[src/rtl/icache_pkg.sv]
`default_nettype none
// ============================================================================
// Module      : icache_pkg
// Description : Shared definitions for the direct-mapped instruction cache.
//               It holds the default index width, the controller state
//               encoding and the tag-width helper.
// Revision    : 1.0 - initial release
// ============================================================================
package icache_pkg;

    // Default log2 of the line count
    localparam int ICACHE_INDEX_WIDTH = 6;

    // Controller states
    typedef enum logic [1:0] {
        ICACHE_IDLE  = 2'd0,
        ICACHE_MISS  = 2'd1,
        ICACHE_DRAIN = 2'd2
    } icache_state_t;

    // Tag width. A word address has 30 bits once the byte offset is dropped,
    // and the index takes the low bits of that word address.
    function automatic int icache_tag_width(input int index_width);
        return 30 - index_width;
    endfunction

endpackage : icache_pkg
`default_nettype wire

[src/rtl/icache_array.sv]
`default_nettype none
// ============================================================================
// Module      : icache_array
// Description : Line storage for the instruction cache. Each line has a
//               valid bit, a tag and one 32-bit word. The read port is
//               combinational and the write port is synchronous. Reset
//               clears only the valid bits.
// Revision    : 1.0 - initial release
// ============================================================================
module icache_array
    import icache_pkg::*;
#(
    parameter int INDEX_WIDTH = ICACHE_INDEX_WIDTH,
    parameter int TAG_WIDTH   = icache_tag_width(ICACHE_INDEX_WIDTH)
) (
    input  logic                   clk_in,
    input  logic                   rst_in,
    input  logic [INDEX_WIDTH-1:0] i_rd_index,
    output logic                   o_rd_valid,
    output logic [TAG_WIDTH-1:0]   o_rd_tag,
    output logic [31:0]            o_rd_data,
    input  logic                   i_we,
    input  logic [INDEX_WIDTH-1:0] i_wr_index,
    input  logic [TAG_WIDTH-1:0]   i_wr_tag,
    input  logic [31:0]            i_wr_data
);

    localparam int c_DEPTH = 1 << INDEX_WIDTH;

    logic [c_DEPTH-1:0]   r_valid;
    logic [TAG_WIDTH-1:0] r_tag  [c_DEPTH];
    logic [31:0]          r_data [c_DEPTH];

    // Valid bits: cleared on reset and set when a line is filled
    always_ff @(posedge clk_in) begin
        if (rst_in) begin
            r_valid <= '0;
        end else if (i_we) begin
            r_valid[i_wr_index] <= 1'b1;
        end
    end

    // Tag and data storage. Contents are meaningless until the line is valid.
    always_ff @(posedge clk_in) begin
        if (i_we) begin
            r_tag[i_wr_index]  <= i_wr_tag;
            r_data[i_wr_index] <= i_wr_data;
        end
    end

    assign o_rd_valid = r_valid[i_rd_index];
    assign o_rd_tag   = r_tag[i_rd_index];
    assign o_rd_data  = r_data[i_rd_index];

endmodule : icache_array
`default_nettype wire

[src/rtl/icache.sv]
`default_nettype none
// ============================================================================
// Module      : icache
// Description : Direct-mapped instruction cache with one word per line. It
//               sits between the decoder fetch port and the memory word-read
//               port. A hit answers one cycle after the request is accepted.
//               A miss performs one memory read, fills the line and then
//               answers. A flush abandons the current request, but the memory
//               read that is already in flight still completes and fills the
//               line.
//               Optional macro ICACHE_STATS_EN adds saturating hit/miss
//               counters on ports stat_hits / stat_misses.
// Revision    : 1.0 - initial release
// ============================================================================
module icache
    import icache_pkg::*;
#(
    parameter int INDEX_WIDTH = ICACHE_INDEX_WIDTH
) (
    input  logic        clk_in,
    input  logic        rst_in,
    input  logic        rdy_in,
    input  logic        flush,
    input  logic        in_en,
    input  logic [31:0] in_addr,
    output logic        in_rdy,
    output logic [31:0] in_data,
    output logic        mem_en,
    output logic [31:0] mem_addr,
    input  logic        mem_rdy,
    input  logic [31:0] mem_data
`ifdef ICACHE_STATS_EN
    ,
    output logic [31:0] stat_hits,
    output logic [31:0] stat_misses
`endif
);

    localparam int c_TAG_WIDTH = icache_tag_width(INDEX_WIDTH);

    icache_state_t            r_state;
    logic                     r_in_rdy;
    logic [31:0]              r_in_data;
    logic                     r_mem_en;
    logic [31:0]              r_mem_addr;

    logic                     w_rd_valid;
    logic [c_TAG_WIDTH-1:0]   w_rd_tag;
    logic [31:0]              w_rd_data;
    logic                     w_hit;
    logic                     w_accept;
    logic                     w_fill;
    logic                     w_unused;

    // The byte offset of a fetch address has no meaning for word-aligned code
    assign w_unused = ^in_addr[1:0];

    // Lookup uses the live decoder address. It only matters in IDLE.
    // Fills use the latched miss address, which is held in r_mem_addr.
    icache_array #(
        .INDEX_WIDTH (INDEX_WIDTH),
        .TAG_WIDTH   (c_TAG_WIDTH)
    ) u_array (
        .clk_in     (clk_in),
        .rst_in     (rst_in),
        .i_rd_index (in_addr[INDEX_WIDTH+1:2]),
        .o_rd_valid (w_rd_valid),
        .o_rd_tag   (w_rd_tag),
        .o_rd_data  (w_rd_data),
        .i_we       (w_fill && !rst_in),
        .i_wr_index (r_mem_addr[INDEX_WIDTH+1:2]),
        .i_wr_tag   (r_mem_addr[31:INDEX_WIDTH+2]),
        .i_wr_data  (mem_data)
    );

    assign w_hit    = w_rd_valid && (w_rd_tag == in_addr[31:INDEX_WIDTH+2]);
    // The r_in_rdy term stops a second pulse while the decoder still holds in_en
    assign w_accept = rdy_in && (r_state == ICACHE_IDLE) && in_en && !flush && !r_in_rdy;
    assign w_fill   = rdy_in && (r_state != ICACHE_IDLE) && mem_rdy;

    // Request/miss controller with registered decoder and memory outputs
    always_ff @(posedge clk_in) begin
        if (rst_in) begin
            r_state    <= ICACHE_IDLE;
            r_in_rdy   <= 1'b0;
            r_in_data  <= 32'd0;
            r_mem_en   <= 1'b0;
            r_mem_addr <= 32'd0;
        end else if (rdy_in) begin
            r_in_rdy <= 1'b0;
            case (r_state)
                ICACHE_IDLE: begin
                    if (w_accept) begin
                        if (w_hit) begin
                            r_in_rdy  <= 1'b1;
                            r_in_data <= w_rd_data;
                        end else begin
                            r_mem_en   <= 1'b1;
                            r_mem_addr <= {in_addr[31:2], 2'b00};
                            r_state    <= ICACHE_MISS;
                        end
                    end
                end
                ICACHE_MISS: begin
                    if (mem_rdy) begin
                        r_mem_en <= 1'b0;
                        r_state  <= ICACHE_IDLE;
                        // A flush in the same cycle keeps the fill but drops the answer
                        if (!flush) begin
                            r_in_rdy  <= 1'b1;
                            r_in_data <= mem_data;
                        end
                    end else if (flush) begin
                        r_state <= ICACHE_DRAIN;
                    end
                end
                ICACHE_DRAIN: begin
                    // The read completes for a request nobody wants any more
                    if (mem_rdy) begin
                        r_mem_en <= 1'b0;
                        r_state  <= ICACHE_IDLE;
                    end
                end
                default: begin
                    r_state <= ICACHE_IDLE;
                end
            endcase
        end
    end

    assign in_rdy   = r_in_rdy;
    assign in_data  = r_in_data;
    assign mem_en   = r_mem_en;
    assign mem_addr = r_mem_addr;

`ifdef ICACHE_STATS_EN
    logic [31:0] r_stat_hits;
    logic [31:0] r_stat_misses;

    // Saturating event counters. They are frozen with the rest of the block.
    always_ff @(posedge clk_in) begin
        if (rst_in) begin
            r_stat_hits   <= 32'd0;
            r_stat_misses <= 32'd0;
        end else begin
            if (w_accept && w_hit && (r_stat_hits != 32'hFFFF_FFFF)) begin
                r_stat_hits <= r_stat_hits + 32'd1;
            end
            if (w_accept && !w_hit && (r_stat_misses != 32'hFFFF_FFFF)) begin
                r_stat_misses <= r_stat_misses + 32'd1;
            end
        end
    end

    assign stat_hits   = r_stat_hits;
    assign stat_misses = r_stat_misses;
`endif

endmodule : icache
`default_nettype wire
[config.mk]
export PLATFORM = sky130hd
export DESIGN_NAME = icache
export DESIGN_NICKNAME = d
export VERILOG_FILES = /design/src/rtl/icache_pkg.sv /design/src/rtl/icache_array.sv /design/src/rtl/icache.sv
export SDC_FILE = /design/constraint.sdc
export NUM_CORES = 2
export LEC_CHECK = 0
export CORE_MARGIN = 1.5
export CORE_UTILIZATION = 35
export CTS_CLUSTER_DIAMETER = 120
export CTS_CLUSTER_SIZE = 25
export DETAILED_ROUTE_END_ITERATION = 8
export PLACE_DENSITY = 0.48
export REMOVE_ABC_BUFFERS = 1
export SYNTH_ARGS = -nofsm -noshare
export SYNTH_HDL_FRONTEND = slang
export SYNTH_SLANG_ARGS = --single-unit
export TNS_END_PERCENT = 10
[constraint.sdc]
create_clock -name clk_in -period 10.4 [get_ports clk_in]
set_input_delay 2.08 -clock clk_in [delete_from_list [all_inputs] [get_ports clk_in]]
set_output_delay 2.08 -clock clk_in [all_outputs]
set_load 0.05 [all_outputs]
Yosys cells after proc, flatten, opt, wreduce, memory -nomap -nowiden. Memory sizes are Yosys's and may differ from the RTL's. Cells that the tools add are included.

Order comparisons: 3. Equal/unequal tests: 11. Mux-type cells: 26. Bitwise gates (word level): 2. Reductions and logical operators: 21.

Operators by type and width (number): 2-to-1 mux 32 bit (4); OR 64 bit (1); case mux 32 bit (2 select lines) (1); equality test 24 bit (1); less-than comparator 6 x 7 -> 1 bit, second input constant (2); != test 2 bit, second input constant (6); 2-to-1 mux 1 bit (11); 2-to-1 mux 2 bit (5); AND reduction 5 bit (2); logical AND 1 bit (9); binary-select mux 1 bit (select 6 bit) (1); demux 1 bit (select 6 bit) (1); greater-or-equal comparator 6 x 1 -> 1 bit, second input constant (1); case mux 2 bit (3 select lines) (1); AND reduction 6 bit (1); nonzero test 2 bit (3); case mux 1 bit (2 select lines) (2); AND reduction 4 bit (1); zero test 1 bit (3); != test 3 bit, second input constant (1); equality test 2 x 1 -> 1 bit, second input constant (1); equality test 2 bit, second input constant (1); zero test 2 bit (1); != test 2 x 1 -> 1 bit, second input constant (1); other kinds (2) (2).

Register bits: 130. RAM bits: 3584. Output and inout bits: 66. Word-level logic and storage cells: 71. Memories kept: 2.

Memory list: u_array.r_data (depth 64, bits a word 32, read ports 1, clocked after Yosys merged registers in 0, write ports 1, line icache_array.sv:32) `logic [31:0] r_data [c_DEPTH];`; u_array.r_tag (depth 64, bits a word 24, read ports 1, clocked after Yosys merged registers in 0, write ports 1, line icache_array.sv:31) `logic [TAG_WIDTH-1:0] r_tag [c_DEPTH];`.

Longest topological paths before layout.
Word-level depth: 7. Gate-level depth with buffers: 20. Gate-level depth less buffers: 11.

Cells and area by module. Synthesis repeated with hierarchy kept, for this count alone.

Cell total of the unflattened synthesis: 6703. Area, all modules: 142090.0 µm².

By module, submodules not included: icache_array (times used 1, cells each 6293, area each 138497.8 µm², seq. area each 108904.4 µm²); icache (times used 1, cells each 410, area each 3592.2 µm², seq. area each 1321.3 µm²).

Worst setup path before layout. OpenSTA, ideal clock, no wires.

Path type: input to register. Start point: input port in_addr[2]. End point: register r_in_data[0] (netlist: in_data[0]). Setup time: 145 ps. Data arrival time: 5991 ps. Required time: 10255 ps. Slack: 4264 ps. Cell stages on the path: 15. Buffers on the path: 10. Cell sequence: buf_6 > buf_6 > buf_4 > buf_4 > buf_4 > buf_4 > buf_2 > buf_2 > buf_2 > buf_1 > mux4_2 > mux4_2 > mux4_2 > o22ai_1 > a211oi_2.

Longest elaborated chain between the ends: 5. Elaborated cells on any way between the ends: 11. Classes of those cells: eq/ne: 2; mux: 5; reduce/logical: 2; memory: 2.

RTL lines: start: declaration (line icache.sv:25) `input logic [31:0] in_addr,`; memory read (64 x 24 bit) or binary-select mux 1 bit (select 6 bit) (tied branches); equality test 24 bit or 2-to-1 mux 1 bit (tied branches) (line icache.sv:76, icache_array.sv:51); logical AND 1 bit (line icache.sv:76) `assign w_hit = w_rd_valid && (w_rd_tag == in_addr[31:INDEX_WIDTH+2]);`; != test 2 bit (no source line); AND reduction 6 bit (no source line); end signal: assignment (line icache.sv:96) `r_in_data <= w_rd_data;`; end signal: assignment (line icache.sv:111) `r_in_data <= mem_data;`; end: declaration (line icache.sv:43) `logic [31:0] r_in_data;`.

Parallel ways exist; a longest one is shown, timed or not. The select of a mux whose other input is x is not followed. A chain may end at the register's enable or synchronous reset.

Final worst setup path.
Start point: input port in_addr[2]. End point: register r_in_data[13] (netlist: in_data[13]).

Same word-level chain as after synthesis.

==> impl_metrics.toml <==
[grt]
grt_max_degree = 149
grt_usage_pct = 22.03
antenna_found_initial = 26
grt_pass1_wl_mm = 613.4
grt_pass1_vias = 68910
overflow = 0

[synth]
ys_dominant_reg_cell = "edfxtp_1"
synth-edff-count = 3584
netlist.area_leader.share_pct = 75.64
synth_cells = 6308
ys_top_cells_by_area = "edfxtp_1, mux4_2, mux2i_1, dfxtp_1, nor2_1"
syn_area_um2 = 142300
ys_ff_latch = 3714
syn_area_per_cell_um2 = 22.56
ys_seq_area_share_pct = 77.46
yosysWarnings = 0
yosysTopAreaCell = "edfxtp_1"
ys_async_sr_fraction_pct = 0
synthDistinctLibCells = 72

[clock_tree]
clk_latency_ns = 0.96
root_buffer = "clkbuf_16"
cts_setup_buffers = 0
path_clk_slew_ns = 0.10
hold_buffers = 0
cts_buffer_depth = 4
cts_tree = "done"
cts.sinks = 3714
cts_resized = 0
htree_levels = 4
numCtsBuffers = 172

[power]
power.density_nw_per_um2 = 164.6
leakage_nw = 46.67
ir_worst_vdd_mv = 0.1577

[final_layout]
utilization_pct = 38.70
final_common_cell = "edfxtp_1"
final_cell_mix = "edfxtp_1, mux4_2, mux2i_1, buf_4, clkbuf_16"
multi_input_area_um2 = 30890
fin_nets = 6555
seq_area_um2 = 110300
fill_cells = 36060
drive_gt1_share_pct = 23.47
instances_no_fill = 12020
synthToLayoutAreaGrowth_pct = 9.815

[floorplan]
fp.coreArea_um2 = 403800
die_height_um = 640.6
num_io_pins = 136
dieWidth_um = 640.6
dieArea_um2 = 410400
initial_core_util_pct = 35.24
row_count = 233

[worst_setup_path]
crit_required_ns = 11.27
endpoint_kind = "flop"
critical_path_class = "input pin to flop"
path_max_fanout = 91
critPathLaunchType = "input pin"
critical_path_arrival_ns = 8.19

[sta]
fin_crit_ns = 7.325
finalHoldViolations = 0
grt_setup_unrepaired = "false"
tns_ns = 0
period_share_pct = 70.43
timing.final.max_slew_violations = 0
fmax_mhz = 136.5
tightest_slew_ns = 1.348
slew_headroom_pct = 9.891
setup_viol = 0
finClkSkew_ns = 0.06699
hold_slack_ns = 0.4774

[drt]
wl_per_cell_um = 38.08
final_antenna_net_count = 0
drtIter0Drc = 9213
vias = 69060
drc = 0
drt_pass1_iterations = 6
wirelength_mm = 457.9
viasPerCell = 5.743

[outcome]
outcome = "complete, no violations"

[placement]
portBuffers = 131
gp_congestion = 0.7769
dp_hpwl_mm = 239.0
dp.cells = 11710

[job]
maxCapViolCount = 0

[hold_path]
hold_class = "flop to flop"
metal layers:
layer  track usage (%)  vias to the layer above  share of wire [%]
met5                 0                        -             0.0076
met4             4.656                        6                2.3
met3             2.487                      434                5.9
met2             37.23                     2480                 50
met1             30.81                    39210                 42
li1                  -                    26920                  -
final cells by class:
| cell class | count | area share, % |
|---|---|---|
| clock inverter | 15 | 0.1217 |
| tap | 5405 | 4.328 |
| multi-input combinational | 2230 | 19.77 |
| inverter | 17 | 0.04884 |
| sequential | 3714 | 70.56 |
| timing repair buffer | 347 | 2.099 |
| antenna | 5 | 0.008007 |
| clock buffer | 291 | 3.068 |
cell usage after synthesis (all sizes together), types with 4 or more instances:
cell,count
nand3b,6
and3,15
a31oi,5
or3,4
mux4,946
and3b,5
mux2,15
xor2,15
and2,13
nand4,15
clkbuf,163
o21ba,11
a21oi,83
inv,17
nor2,236
o22ai,61
dfxtp,130
nor3b,5
buf,185
a22oi,117
a2111oi,4
mux2i,323
xnor2,6
nor3,11
nand2b,8
a211oi,54
or2,4
or4,4
a32oi,10
a221oi,15
nand3,44
edfxtp,3584
o211ai,7
nor4,16
o21ai,15
nor2b,22
nand2,87
power by group:
part	total, mW	switching (mW)	internal [mW]
logic	1.34	0.811	0.525
clock network	8.01	4.80	3.22
registers	16.4	0.0376	16.3
total	25.7	5.64	20.1
per-stage QoR:
step	power, mW	setup slack, ns	area (um2)
floorplan	17.33	1.804	140600
global placement	18.05	2.015	151300
detailed placement	18.07	2.021	151300
CTS	25.93	3.053	156200
global route	26.43	2.817	156200
finish	25.72	3.075	156300
sequential cells by signal, indices dropped and copies added, names as in the netlist:
| register | cells |
|---|---|
| u_array.r_tag | 1536 |
| mem_en | 1 |
| mem_addr | 30 |
| u_array.r_data | 2048 |
| in_rdy | 1 |
| r_state | 2 |
| u_array.r_valid | 64 |
| in_data | 32 |
cell families (layout without fill, tap and decap cells):
group	count (synthesis)	after routing	synth area share, %
flops	3714	3714	77.46
mux	1284	1284	17.36
simple gates	502	502	1.629
compound gates	418	418	2.166
buf+inv	365	670	1.218
xor+xnor	21	21	0.1293
fa+ha+maj	3	3	0.02638
other cells	1	7	0.002635
critical path, cell delays in order:
cell      delay, ns
buf_16         0.33
buf_12         0.62
buf_4          0.86
mux4_2         0.39
mux2i_1        0.10
nand2_1        0.11
a311oi_1       0.19
or4b_1         0.67
or4_1          0.68
or4b_4         0.66
o21ai_4        0.40
buf_12         0.33
a21oi_1        0.14
a211oi_2       0.22
path summary, 6_finish.rpt:
check | end | cells past startpoint | slack [ns] | startpoint
worst max-delay path | in_data[13]$_SDFFE_PP0P_ | 14 | 3.07 | in_addr[2]
worst min-delay path | u_array.r_valid[44]$_SDFFE_PP0P_ | 2 | 0.48 | u_array.r_valid[44]$_SDFFE_PP0P_
worst max register to register | in_data[13]$_SDFFE_PP0P_ | 11 | 5.18 | u_array.r_tag[59][7]$_DFFE_PP_
worst min register to register | u_array.r_valid[44]$_SDFFE_PP0P_ | 2 | 0.48 | u_array.r_valid[44]$_SDFFE_PP0P_
No activity file was read; power rests on OpenSTA's default activity.
